## src/rtl/sp_chip_emu.sv

```systemverilog
// rtl/sp_chip_emu.sv - chip-side emulator of the SuperMario readout/SPI port
//
// Stands in for the silicon on the readout master's SPI/stream port. It receives
// 8-bit SPI commands, sends back a status byte and streams frame bytes.
// The whole block runs on the chip clock (clk == SP_CLK). Every output is registered.
//
// Ports
//   clk          chip clock (SP_CLK)
//   nrst         asynchronous active-low reset
//   SP_NRST      chip reset, synchronous active-low, same effect as nrst
//   SP_DIN       unused chip data input
//   SP_SPI_CS    SPI chip select, active low
//   SP_SPI_MOSI  SPI data in, MSB first, one bit per clk while CS is low
//   SP_SPI_MISO  SPI data out, status byte MSB first, 0 while CS is high
//   SP_DOUT      stream byte, valid while SP_UPDATE is high
//   SP_UPDATE    byte strobe; held high by the reset-release quirk until the first CYCLE
//   SP_EOF       high together with SP_UPDATE on the last byte of a frame
//   cmd_valid    one-cycle pulse for each accepted command
//   cmd          last accepted command

module sp_chip_emu #(
  parameter int FRAME_BYTES = 4096,
  parameter int GAP         = 3,
  parameter bit UPDATE_BUG  = 1'b1
) (
  input  logic       clk,
  input  logic       nrst,
  input  logic       SP_NRST,
  input  logic [7:0] SP_DIN,
  input  logic       SP_SPI_CS,
  input  logic       SP_SPI_MOSI,
  output logic       SP_SPI_MISO,
  output logic [7:0] SP_DOUT,
  output logic       SP_UPDATE,
  output logic       SP_EOF,
  output logic       cmd_valid,
  output logic [7:0] cmd
);

  localparam int BW = $clog2(FRAME_BYTES);
  localparam int GW = (GAP > 0) ? $clog2(GAP + 1) : 1;
  localparam logic [BW-1:0] LAST_BYTE = BW'(FRAME_BYTES - 1);
  localparam logic [GW-1:0] GAP_LOAD  = GW'(GAP);
  localparam logic [7:0]    OP_IDLE   = 8'hE0;
  localparam logic [7:0]    OP_CYCLE  = 8'h00;

  typedef enum logic [1:0] {
    S_RST    = 2'd0,
    S_IDLE   = 2'd1,
    S_STREAM = 2'd2
  } state_t;

  state_t          state_q, state_d;
  logic            quirk_q, quirk_d;
  logic [BW-1:0]   byte_cnt_q, byte_cnt_d;
  logic [15:0]     frame_cnt_q, frame_cnt_d;
  logic [7:0]      data_q, data_d;
  logic [GW-1:0]   gap_cnt_q, gap_cnt_d;
  logic [7:0]      rx_q, rx_d;
  logic [3:0]      bit_cnt_q, bit_cnt_d;
  logic [7:0]      miso_sh_q, miso_sh_d;
  logic            cs_prev_q, cs_prev_d;
  logic [7:0]      cmd_q, cmd_d;
  logic            cmd_valid_q, cmd_valid_d;
  logic [7:0]      dout_q, dout_d;
  logic            update_q, update_d;
  logic            eof_q, eof_d;
  logic            miso_q, miso_d;

  logic [7:0]      status;
  logic            unused_din;

  assign unused_din = ^SP_DIN;

  // Status is sampled when CS falls and then shifted out MSB first.
  assign status = {state_q == S_STREAM, quirk_q, frame_cnt_q[5:0]};

  always_comb begin
    state_d     = state_q;
    quirk_d     = quirk_q;
    byte_cnt_d  = byte_cnt_q;
    frame_cnt_d = frame_cnt_q;
    data_d      = data_q;
    gap_cnt_d   = gap_cnt_q;
    rx_d        = rx_q;
    bit_cnt_d   = bit_cnt_q;
    miso_sh_d   = miso_sh_q;
    cs_prev_d   = SP_SPI_CS;
    cmd_d       = cmd_q;
    cmd_valid_d = 1'b0;
    dout_d      = 8'd0;
    update_d    = 1'b0;
    eof_d       = 1'b0;
    miso_d      = 1'b0;

    // SPI receive and status transmit
    if (!SP_SPI_CS) begin
      rx_d = {rx_q[6:0], SP_SPI_MOSI};
      if (cs_prev_q) begin
        // CS has just fallen. This cycle already carries the first bit in each direction.
        bit_cnt_d = 4'd1;
        miso_d    = status[7];
        miso_sh_d = {status[6:0], 1'b0};
      end else begin
        bit_cnt_d = (bit_cnt_q == 4'd8) ? 4'd8 : bit_cnt_q + 4'd1;
        miso_d    = miso_sh_q[7];
        miso_sh_d = {miso_sh_q[6:0], 1'b0};
      end
    end else if (!cs_prev_q && bit_cnt_q == 4'd8) begin
      cmd_d       = rx_q;
      cmd_valid_d = 1'b1;
    end

    // Stream FSM. A command acts in the cycle after its cmd_valid pulse.
    case (state_q)
      S_RST: begin
        state_d = S_IDLE;
        quirk_d = UPDATE_BUG;
      end
      S_IDLE: begin
        if (cmd_valid_q && cmd_q == OP_CYCLE) begin
          state_d    = S_STREAM;
          byte_cnt_d = '0;
          data_d     = 8'd0;
          gap_cnt_d  = '0;
        end
      end
      S_STREAM: begin
        if (gap_cnt_q == '0) begin
          update_d  = 1'b1;
          dout_d    = data_q;
          eof_d     = (byte_cnt_q == LAST_BYTE);
          data_d    = data_q + 8'd1;
          gap_cnt_d = GAP_LOAD;
          if (byte_cnt_q == LAST_BYTE) begin
            byte_cnt_d  = '0;
            frame_cnt_d = frame_cnt_q + 16'd1;
          end else begin
            byte_cnt_d = byte_cnt_q + 1'b1;
          end
        end else begin
          gap_cnt_d = gap_cnt_q - 1'b1;
        end
        // A pulse issued on the decode edge still goes out. The counters restart and the partial frame is dropped.
        if (cmd_valid_q && cmd_q == OP_IDLE) begin
          state_d    = S_IDLE;
          byte_cnt_d = '0;
          data_d     = 8'd0;
          gap_cnt_d  = '0;
        end
      end
      default: state_d = S_RST;
    endcase

    if (cmd_valid_q && cmd_q == OP_CYCLE) begin
      quirk_d = 1'b0;
    end

    // Silicon quirk: while it is armed the strobe is held high with zero data.
    // Driving from quirk_d makes UPDATE fall in the cycle before the first real pulse.
    if (quirk_d) begin
      update_d = 1'b1;
      dout_d   = 8'd0;
      eof_d    = 1'b0;
    end

    if (!SP_NRST) begin
      state_d     = S_RST;
      quirk_d     = 1'b0;
      byte_cnt_d  = '0;
      frame_cnt_d = 16'd0;
      data_d      = 8'd0;
      gap_cnt_d   = '0;
      rx_d        = 8'd0;
      bit_cnt_d   = 4'd0;
      miso_sh_d   = 8'd0;
      cs_prev_d   = 1'b1;
      cmd_d       = 8'd0;
      cmd_valid_d = 1'b0;
      dout_d      = 8'd0;
      update_d    = 1'b0;
      eof_d       = 1'b0;
      miso_d      = 1'b0;
    end
  end

  // cs_prev resets high, so a CS already low when reset releases counts as a fresh falling edge.
  always_ff @(posedge clk or negedge nrst) begin
    if (!nrst) begin
      state_q     <= S_RST;
      quirk_q     <= 1'b0;
      byte_cnt_q  <= '0;
      frame_cnt_q <= 16'd0;
      data_q      <= 8'd0;
      gap_cnt_q   <= '0;
      rx_q        <= 8'd0;
      bit_cnt_q   <= 4'd0;
      miso_sh_q   <= 8'd0;
      cs_prev_q   <= 1'b1;
      cmd_q       <= 8'd0;
      cmd_valid_q <= 1'b0;
      dout_q      <= 8'd0;
      update_q    <= 1'b0;
      eof_q       <= 1'b0;
      miso_q      <= 1'b0;
    end else begin
      state_q     <= state_d;
      quirk_q     <= quirk_d;
      byte_cnt_q  <= byte_cnt_d;
      frame_cnt_q <= frame_cnt_d;
      data_q      <= data_d;
      gap_cnt_q   <= gap_cnt_d;
      rx_q        <= rx_d;
      bit_cnt_q   <= bit_cnt_d;
      miso_sh_q   <= miso_sh_d;
      cs_prev_q   <= cs_prev_d;
      cmd_q       <= cmd_d;
      cmd_valid_q <= cmd_valid_d;
      dout_q      <= dout_d;
      update_q    <= update_d;
      eof_q       <= eof_d;
      miso_q      <= miso_d;
    end
  end

  assign SP_SPI_MISO = miso_q;
  assign SP_DOUT     = dout_q;
  assign SP_UPDATE   = update_q;
  assign SP_EOF      = eof_q;
  assign cmd_valid   = cmd_valid_q;
  assign cmd         = cmd_q;

endmodule
```

## config.mk

```make
export PLATFORM = sky130hd
export DESIGN_NAME = sp_chip_emu
export DESIGN_NICKNAME = d
export VERILOG_FILES = /design/src/rtl/sp_chip_emu.sv
export SDC_FILE = /design/constraint.sdc
export NUM_CORES = 1
export LEC_CHECK = 0
export BUFFER_PORTS_ARGS = -buffer_cell sky130_fd_sc_hd__buf_2
export CAP_MARGIN = 20
export CORE_MARGIN = 2
export CORE_UTILIZATION = 53
export DETAILED_ROUTE_END_ITERATION = 8
export PLACE_DENSITY = 0.84
export SETUP_SLACK_MARGIN = 0.15
export SYNTH_ARGS = -nofsm -noshare
export SYNTH_HDL_FRONTEND = slang
export SYNTH_SLANG_ARGS = --single-unit
export TNS_END_PERCENT = 1
```

## constraint.sdc

```tcl
create_clock -name clk -period 1.7 [get_ports clk]
set_input_delay 0.085 -clock clk [delete_from_list [all_inputs] [get_ports clk]]
set_output_delay 0.085 -clock clk [all_outputs]
set_load 0.05 [all_outputs]
```

After elaboration in Yosys (flattened, before gate mapping)
Cells that the tools add are included.

Register bits after elaboration: 82. Input port bits: 13. Output and inout bits: 20. Logic and storage cells: 106.

Add/subtract/negate cells: 5. Equal/unequal tests: 15. Multiplexer cells: 58. Reduce and logical (&&, ||, !) cells: 12.

Operators by type and width (number): two-way mux 8 bit (16); two-way mux 16 bit (4); two-way mux 12 bit (5); one-hot mux 12 bit (2 select lines) (1); two-way mux 1 bit (18); adder 16 x 1 -> 16 bit (second input constant) (1); two-way mux 4 bit (4); one-hot mux 8 bit (2 select lines) (1); two-way mux 2 bit (7); adder 12 x 1 -> 12 bit (second input constant) (1); equality test 12 bit (second input constant) (1); != test 2 x 1 -> 1 bit (second input constant) (5); adder 8 x 1 -> 8 bit (second input constant) (1); equality test 8 bit (second input constant) (1); zero test 8 bit (1); one-hot mux 2 bit (3 select lines) (1); AND reduction 2 bit (3); AND reduction 3 bit (2); adder 4 x 1 -> 4 bit (second input constant) (1); equality test 4 bit (second input constant) (1); zero test 2 bit (2); != test 4 x 2 -> 1 bit (second input constant) (1); one-hot mux 2 bit (2 select lines) (1); logical AND 1 bit (3); other kinds (8) (8).

Logic depth before layout (Yosys ltp)
Gate-level depths: netlist of the first run.

Word-level depth: 6. Depth in mapped cells: 7. Depth with buffers taken out: 6.

Least setup slack after synthesis of the first run
OpenSTA, ideal clock, no wires.

Path kind: register -> register. From: register cmd_q[3] (netlist: cmd[3]). To: register data_q[7]. Setup time: 0.078 ns. Arrival: 1.978 ns. Required time: 1.622 ns. Path slack: -0.357 ns. Cell stages (with the launch flop): 6. Buffers on the path: 0. Clock period less this slack: 2.057 ns. Cells stage by stage: dfrtp_1 nor4b_4 and4_4 o22ai_4 or4_1 a21oi_1.

Cells in the longest elaborated chain, start to end: 5. Elaborated cells between the ends (all ways): 10. Those cells by class: 3 x eq/ne; 3 x mux; 4 x reduce/logical.

Ends and longest elaborated chain: start: declaration (RTL line 63) `logic [7:0] cmd_q, cmd_d;`; start signal: assignment (RTL line 217) `cmd_q <= cmd_d;`; equality test 8 bit (RTL line 145) `if (cmd_valid_q && cmd_q == OP_IDLE) begin`; logical AND 1 bit (RTL line 145); two-way mux 8 bit (RTL line 145); one-hot mux 8 bit (2 select lines) (RTL line 115) `case (state_q)`; two-way mux 8 bit (RTL line 167) `if (!SP_NRST) begin`; end signal: assignment (RTL line 211) `data_q <= data_d;`; end: declaration (RTL line 57) `logic [7:0] data_q, data_d;`.

Several ways; a longest one is shown, not always the timed one. A chain may end at the register's enable or synchronous reset.

Worst setup path after layout of the first run
From: register cmd_q[3] (netlist: cmd[3]). To: register byte_cnt_q[9].

Cells in the longest elaborated chain, start to end: 5. Elaborated cells between the ends (all ways): 10. Those cells by class: 3 x eq/ne; 3 x mux; 4 x reduce/logical.

Ends and longest elaborated chain: equality test 8 bit (RTL line 145); logical AND 1 bit (RTL line 145); two-way mux 12 bit (RTL line 145); one-hot mux 12 bit (2 select lines) (RTL line 115); two-way mux 12 bit (RTL line 167); end signal: assignment (RTL line 209) `byte_cnt_q <= byte_cnt_d;`; end: declaration (RTL line 55) `logic [BW-1:0] byte_cnt_q, byte_cnt_d;`.

Several ways; a longest one is shown, not always the timed one.

==> results of run 1 <==
==> cells in the mapped netlist, types with 7 or more instances <==
cell | instances | area, sq um
nand3_1 | 11 | 55.1
inv_1 | 9 | 33.8
dfrtp_1 | 70 | 1750
nor2_1 | 51 | 191
clkbuf_1 | 9 | 33.8
nand2_1 | 20 | 75.1
mux2i_1 | 25 | 250
o21ai_0 | 21 | 105
and2_1 | 10 | 62.6
o31ai_1 | 7 | 52.6
a21oi_1 | 26 | 130
or3_1 | 8 | 50.1
==> metrics by stage <==
stage	setup slack, ps	util, %	setup TNS [ps]
4_1_cts	-243	68.8	-3880
3_3_place_gp	-196	63.7	-2430
6_report	-239	68.9	-4120
3_5_place_dp	-282	63.7	-3870
2_1_floorplan	-209	-	-4420
5_1_grt	-365	68.9	-8260
==> power groups by stage <==
stage / sequential, uW / combinational [uW] / clock [uW]
after floorplan: 1750 / 77.0 / 0
after global placement: 1750 / 154 / 0
after detailed placement: 1750 / 158 / 0
after CTS: 1720 / 176 / 1500
after global routing: 1720 / 194 / 1560
final: 1720 / 175 / 1470
==> logic make-up (layout without fill, tap and decap cells) <==
kind of cell | after synthesis | after routing | synth area share (%)
buffers and inverters | 24 | 94 | 3.14
flip-flops | 71 | 71 | 53.1
AO/OA/AOI/OAI | 63 | 65 | 11.0
XOR/XNOR | 5 | 5 | 1.31
multiplexers | 25 | 25 | 7.48
AND/OR/NAND/NOR | 136 | 136 | 21.7
adder cells (fa/ha/maj) | 6 | 6 | 2.24
==> sequential cells by signal, summed over array words and instances, names as in the netlist, 2 cells and up <==
name         flops
miso_sh_q        7
byte_cnt_q      12
rx_q             8
bit_cnt_q        4
gap_cnt_q        2
data_q           8
SP_DOUT          8
state_q          2
frame_cnt_q      6
cmd              8
==> layer usage <==
metal	share of wire, %	wire length, microns	vias up
met4	2.1	151	0
li1	-	-	1293
met5	0	0	-
met3	4.2	304	17
met1	44	3120	1319
met2	50	3590	75
==> area by class of cell <==
cell class                 count  share of cell area [%]
sequential                    71                    43.1
multi-input combinational    237                    37.0
timing repair buffer          68                    11.4
clock buffer                   9                    2.98
clock inverter                 7                    2.35
tap                           75                    2.26
inverter                      10                   0.904
==> repair_timing <==
action                                 in CTS  in global routing
endpoints found under the hold margin      71                  0
resized for setup                          10                  3
gates cloned                                2                  0
setup endpoints to repair                  44                 47
pin swaps                                  18                 13
hold buffers                                2                  0
==> worst min-delay path by stage <==
stage | startpoint | endpoint | cells after the start
final | SP_NRST | cs_prev_q$_DFF_PN1_ | 3
after global routing | SP_NRST | cs_prev_q$_DFF_PN1_ | 3
after CTS | SP_NRST | cs_prev_q$_DFF_PN1_ | 3
after detailed placement | nrst | rx_q[1]$_DFFE_PN0P_ | 2
after global placement | nrst | rx_q[2]$_DFFE_PN0P_ | 2
after floorplan | nrst | SP_DOUT[0]$_DFF_PN0_ | 0
==> critical path, stage by stage, from the launching register on <==
cell     delay, ps
dfrtp_2        420
nor4b_4        360
and4_4         320
o22ai_4        110
or4_1          510
a21oi_2        140
==> flow_metrics.py, run 1 <==
metrics = {
    "sta": {
        "min_period_ps": 1940,
        "setup-violations-final": 32,
        "timing_hold_violations_final": 0,
        "fin_ws_ps": -239,
        "clock_skew_ps": 9.05,
        "slew_violations": 0,
        "hold_ws_ps": 52.5,
        "rsz0062_at_grt": "true",
        "fmax_mhz": 516,
        "maxSlewHeadroom_pct": 64.8,
        "layout_worst_path_cycle_share_pct": 114,
        "worst_pin_slew_ps": 528,
    },
    "global_route": {
        "grt_max_degree": 72,
        "grtUsageMet1_pct": 26.7,
        "grt_pass1_wl_mm": 12.1,
        "grtUsageTotal_pct": 21.5,
        "use_met3_pct": 5.93,
        "antenna_found_initial": 0,
        "globalRouteOverflowTotal": 0,
        "grt_pass1_vias": 2663,
        "use_met2_pct": 35.9,
        "gr-max-usage-layer": "met2",
    },
    "placed_design": {
        "dpl.cell_count": 457,
        "dpl.hpwl_mm": 4.61,
        "dpl_cell_area_sq_um": 3840,
        "port_buffers": 24,
        "place_congestion": 0.773,
    },
    "route": {
        "drt_pass1_iterations": 4,
        "post-route-drc-count": 0,
        "detail-route-antenna-nets": 0,
        "drt_iter0_drc": 179,
        "drt-total-wl_mm": 7.17,
        "wl_per_cell_microns": 15.0,
        "vias": 2704,
        "post_drt_via_cell_ratio": 5.67,
    },
    "critical_path": {
        "reg2reg_from": "cmd[3]$_DFFE_PN0P_",
        "critical_path_class": "flip-flop to flip-flop",
        "crit_end": "byte_cnt_q[9]$_DFFE_PN0P_",
        "worst-path-max-fanout": 6,
        "cp.required_ps": 1980,
        "critPathArrivalTime_ps": 2210,
        "startpoint_type": "flip-flop",
        "rr_worst_depth": 5,
        "reg2reg_slack_ps": -240,
        "regToRegEndpoint": "byte_cnt_q[9]$_DFFE_PN0P_",
        "endpoint_kind": "flip-flop",
        "cp-startpoint": "cmd[3]$_DFFE_PN0P_",
    },
    "cells_and_area": {
        "regArea_sq_um": 1790,
        "fillerInstances": 438,
        "final_cell_mix": "60 x dfrtp_1, 50 x nor2_1, 40 x buf_4",
        "final_cell_area_sq_um": 4150,
        "fin_nets": 416,
        "multi_input_area_sq_um": 1540,
        "antenna_cells": 0,
        "drive_gt1_share_pct": 28.9,
        "final_cells": 477,
        "mostFrequentLayoutCell": "dfrtp_1",
        "area_growth_pct": 24.1,
    },
    "synth": {
        "synth_edf_count": 0,
        "syn-num-nets": 349,
        "yosysSeqAreaShare_pct": 53.1,
        "yosys_warnings": 0,
        "syn_inst": 330,
        "syn_area_sq_um": 3350,
        "syn_avg_cell_area_sq_um": 10.1,
        "ys_ff_latch": 71,
        "synth_top_flop_cell": "dfrtp_1",
        "synth-async-reset-ratio_pct": 100,
        "synth_cell_types": 45,
    },
    "floorplan": {
        "die_height_microns": 83.5,
        "initial_core_util_pct": 55.5,
        "ios": 33,
        "die_area_sq_um": 6970,
        "coreArea_sq_um": 6030,
        "dieWidth_microns": 83.5,
        "rows": 28,
    },
    "pwr": {
        "internal-power_uw": 2590,
        "total_power_uw": 3360,
        "pwr-share-seq_pct": 51.1,
        "vdd_ir_drop_max_mv": 0.582,
        "powerDensity_nw_per_um2": 809,
        "switchingPower_uw": 771,
        "switching_share_pct": 22.9,
        "power_frac_comb_pct": 5.2,
        "p_leak_uw": 0.00193,
        "pwr-share-clk_pct": 43.7,
    },
    "outcome": {
        "status": "complete, but fails checks",
        "violations": "setup timing",
    },
    "clock_tree": {
        "clk_latency_ps": 350,
        "postCtsSetupRepairBufs": 0,
        "cts.sinks": 71,
        "cts_made_buffers": 9,
        "cts.root.buffer_cell": "clkbuf_8",
        "clkTransAtPathRegs_ps": 70,
        "clk_path_buf_depth": 2,
        "cts_max_level": 3,
        "cts_tree": "yes",
    },
    "hold_path": {
        "hp-class": "input port to flip-flop",
    },
    "job": {
        "maxCapViolations": 0,
    },
}
(Power assumes the default switching activity.)
==> run 2, diff against run 1 <==
==> constraint.sdc (replaced) <==
create_clock -name clk -period 1.7 [get_ports clk]
set_input_delay 0.17 -clock clk [delete_from_list [all_inputs] [get_ports clk]]
set_output_delay 0.17 -clock clk [all_outputs]
set_load 0.05 [all_outputs]
==> run 2 against run 1 <==
Against the previous run: the flow still finishes with violations (setup timing); design area is 1.9% higher; hold slack better by 14 ps; final cell count is 0.21% higher; critical path depth stayed put; combinational power hardly changed; global-route usage is 0.66 points higher; first-iteration DRC count is 11% lower; via count is 0.70% higher; sequential power hardly changed; critical path type unchanged; largest cell class unchanged; highest routed layer unchanged.
==> flow_metrics.py, run 2 (synthesized netlist as in run 1, its figures left out) <==
metrics = {
    "outcome": {
        "status": "complete, but fails checks",
        "violations": "setup timing",
    },
    "clock_tree": {
        "cts_made_buffers": 9,
        "clk_path_buf_depth": 2,
        "clk_latency_ps": 350,
        "clkTransAtPathRegs_ps": 70,
        "cts.sinks": 71,
        "cts_max_level": 3,
        "cts_tree": "yes",
        "cts.root.buffer_cell": "clkbuf_8",
    },
    "placed_design": {
        "port_buffers": 24,
        "place_congestion": 0.800,
        "place_ws_ps": -265,
        "dpl.cell_count": 456,
        "dpl_cell_area_sq_um": 3840,
        "dpl.hpwl_mm": 4.64,
    },
    "sta": {
        "fin_ws_ps": -254,
        "setup-violations-final": 32,
        "layout_worst_path_cycle_share_pct": 115,
        "min_period_ps": 1950,
        "slew_violations": 0,
        "worst_pin_slew_ps": 517,
        "tns_ps": -4350,
        "rsz0062_at_grt": "true",
        "timing_hold_violations_final": 0,
        "fmax_mhz": 512,
        "clock_skew_ps": 9.39,
        "maxSlewHeadroom_pct": 65.5,
    },
    "route": {
        "post_drt_via_cell_ratio": 5.70,
        "drt_pass1_iterations": 4,
        "vias": 2723,
        "wl_per_cell_microns": 15.4,
        "post-route-drc-count": 0,
        "drt-total-wl_mm": 7.35,
        "detail-route-antenna-nets": 0,
        "drt_iter0_drc": 159,
    },
    "cells_and_area": {
        "top_register": "byte_cnt_q",
        "drive_gt1_share_pct": 31.0,
        "fin_util_pct": 70.2,
        "final_cell_mix": "60 x dfrtp_1, 50 x nor2_1, 41 x buf_4, 25 x mux2i_1, 24 x buf_2",
        "final_cell_area_sq_um": 4230,
        "fin_nets": 417,
        "antenna_cells": 0,
        "mostFrequentLayoutCell": "dfrtp_1",
        "fillerInstances": 426,
        "largest_reg_flops": 12,
        "final_cells": 478,
        "area_growth_pct": 26.5,
    },
    "global_route": {
        "globalRouteOverflowTotal": 0,
        "grt_max_degree": 29,
        "grt_pass1_vias": 2724,
        "grtUsageTotal_pct": 22.1,
        "antenna_found_initial": 0,
        "grt_pass1_wl_mm": 12.4,
    },
    "floorplan": {
        "die_height_microns": 83.5,
        "dieWidth_microns": 83.5,
        "ios": 33,
        "initial_core_util_pct": 55.5,
        "coreArea_sq_um": 6030,
        "die_area_sq_um": 6970,
        "rows": 28,
    },
    "critical_path": {
        "endpoint_kind": "flip-flop",
        "path_delay_family": "simple AND/OR/NAND/NOR gates",
        "slowest_delay_ps": 490,
        "cp.required_ps": 1970,
        "path_cells": "nor4b_4 -> and4_4 -> o22ai_4 -> or4_1 -> a21oi_1",
        "critPathBufInv": 0,
        "worst-path-max-fanout": 7,
        "critPathArrivalTime_ps": 2230,
        "startpoint_type": "flip-flop",
        "slowest_stage": "or4_1",
        "critical_path_class": "flip-flop to flip-flop",
    },
    "pwr": {
        "power_frac_comb_pct": 5.0,
        "p_leak_uw": 0.00196,
        "pwr-share-seq_pct": 48.4,
        "powerDensity_nw_per_um2": 838,
        "pwr-share-clk_pct": 46.7,
        "internal-power_uw": 2770,
        "vdd_ir_drop_max_mv": 0.614,
        "switching_share_pct": 21.9,
        "switchingPower_uw": 775,
    },
    "job": {
        "maxCapViolations": 0,
    },
    "hold_path": {
        "hp-class": "input port to flip-flop",
    },
}
-- run 2: cell type report --
| class | instances | area (sq um) | share of cell area [%] |
|---|---|---|---|
| inverters | 10 | 37.5 | 0.887 |
| multi-input cells | 237 | 1580 | 37.2 |
| repair buffers | 69 | 489 | 11.6 |
| clock buffers | 10 | 138 | 3.25 |
| clock inverters | 6 | 108 | 2.54 |
| flip-flops and latches | 71 | 1790 | 42.3 |
| well taps | 75 | 93.8 | 2.22 |
-- run 2: worst reg2reg max path: stages, from the launching register on --
cell and delay (ps):
dfrtp_2 430, nor4b_4 380, and4_4 340, o22ai_4 120, or4_1 490, a21oi_1 140
-- run 2: final timing paths --
| kind | slack, ps | to | from | depth (start not counted) |
|---|---|---|---|---|
| min in group asynchronous | 330 | rx_q[7]$_DFFE_PN0P_ | nrst | 2 |
| max reg2reg | -250 | byte_cnt_q[7]$_DFFE_PN0P_ | cmd[4]$_DFFE_PN0P_ | 5 |
| max | -250 | byte_cnt_q[7]$_DFFE_PN0P_ | cmd[4]$_DFFE_PN0P_ | 5 |
| max in group asynchronous | 800 | cs_prev_q$_DFF_PN1_ | nrst | 3 |
| min | 70 | rx_q[0]$_DFFE_PN0P_ | SP_SPI_MOSI | 3 |
| min reg2reg | 500 | gap_cnt_q[0]$_DFFE_PN0P_ | gap_cnt_q[0]$_DFFE_PN0P_ | 2 |
-- run 2: timing repair --
item,in CTS,in global routing
resized for setup,13,11
setup endpoints to repair,43,49
buffers inserted,2,1
pin swaps,18,15
hold endpoints to repair,19,0
hold buffers,1,0
gates cloned,2,0
-- run 2: power by group through the flow --
stage	registers, uW	clock network (uW)	logic (uW)
finish	1720	1660	176
global route	1720	1760	193
CTS	1720	1670	176
detailed placement	1750	0	162
global placement	1750	0	158
floorplan	1750	0	77.0
-- run 2: per-stage QoR --
step / total power (uW) / hold slack, ps
finish: 3550 / 66.8
global route: 3670 / 83.3
CTS: 3560 / 64.9
detailed placement: 1910 / 177
global placement: 1910 / 179
floorplan: 1820 / -126
-- run 2: layer usage --
metal | global-route usage (%) | up-vias | routed length [microns]
met5 | 0 | - | 0
met4 | 13.3 | 0 | 183
met3 | 4.45 | 15 | 335
met2 | 35.6 | 66 | 3600
met1 | 27.6 | 1335 | 3240
li1 | - | 1307 | -
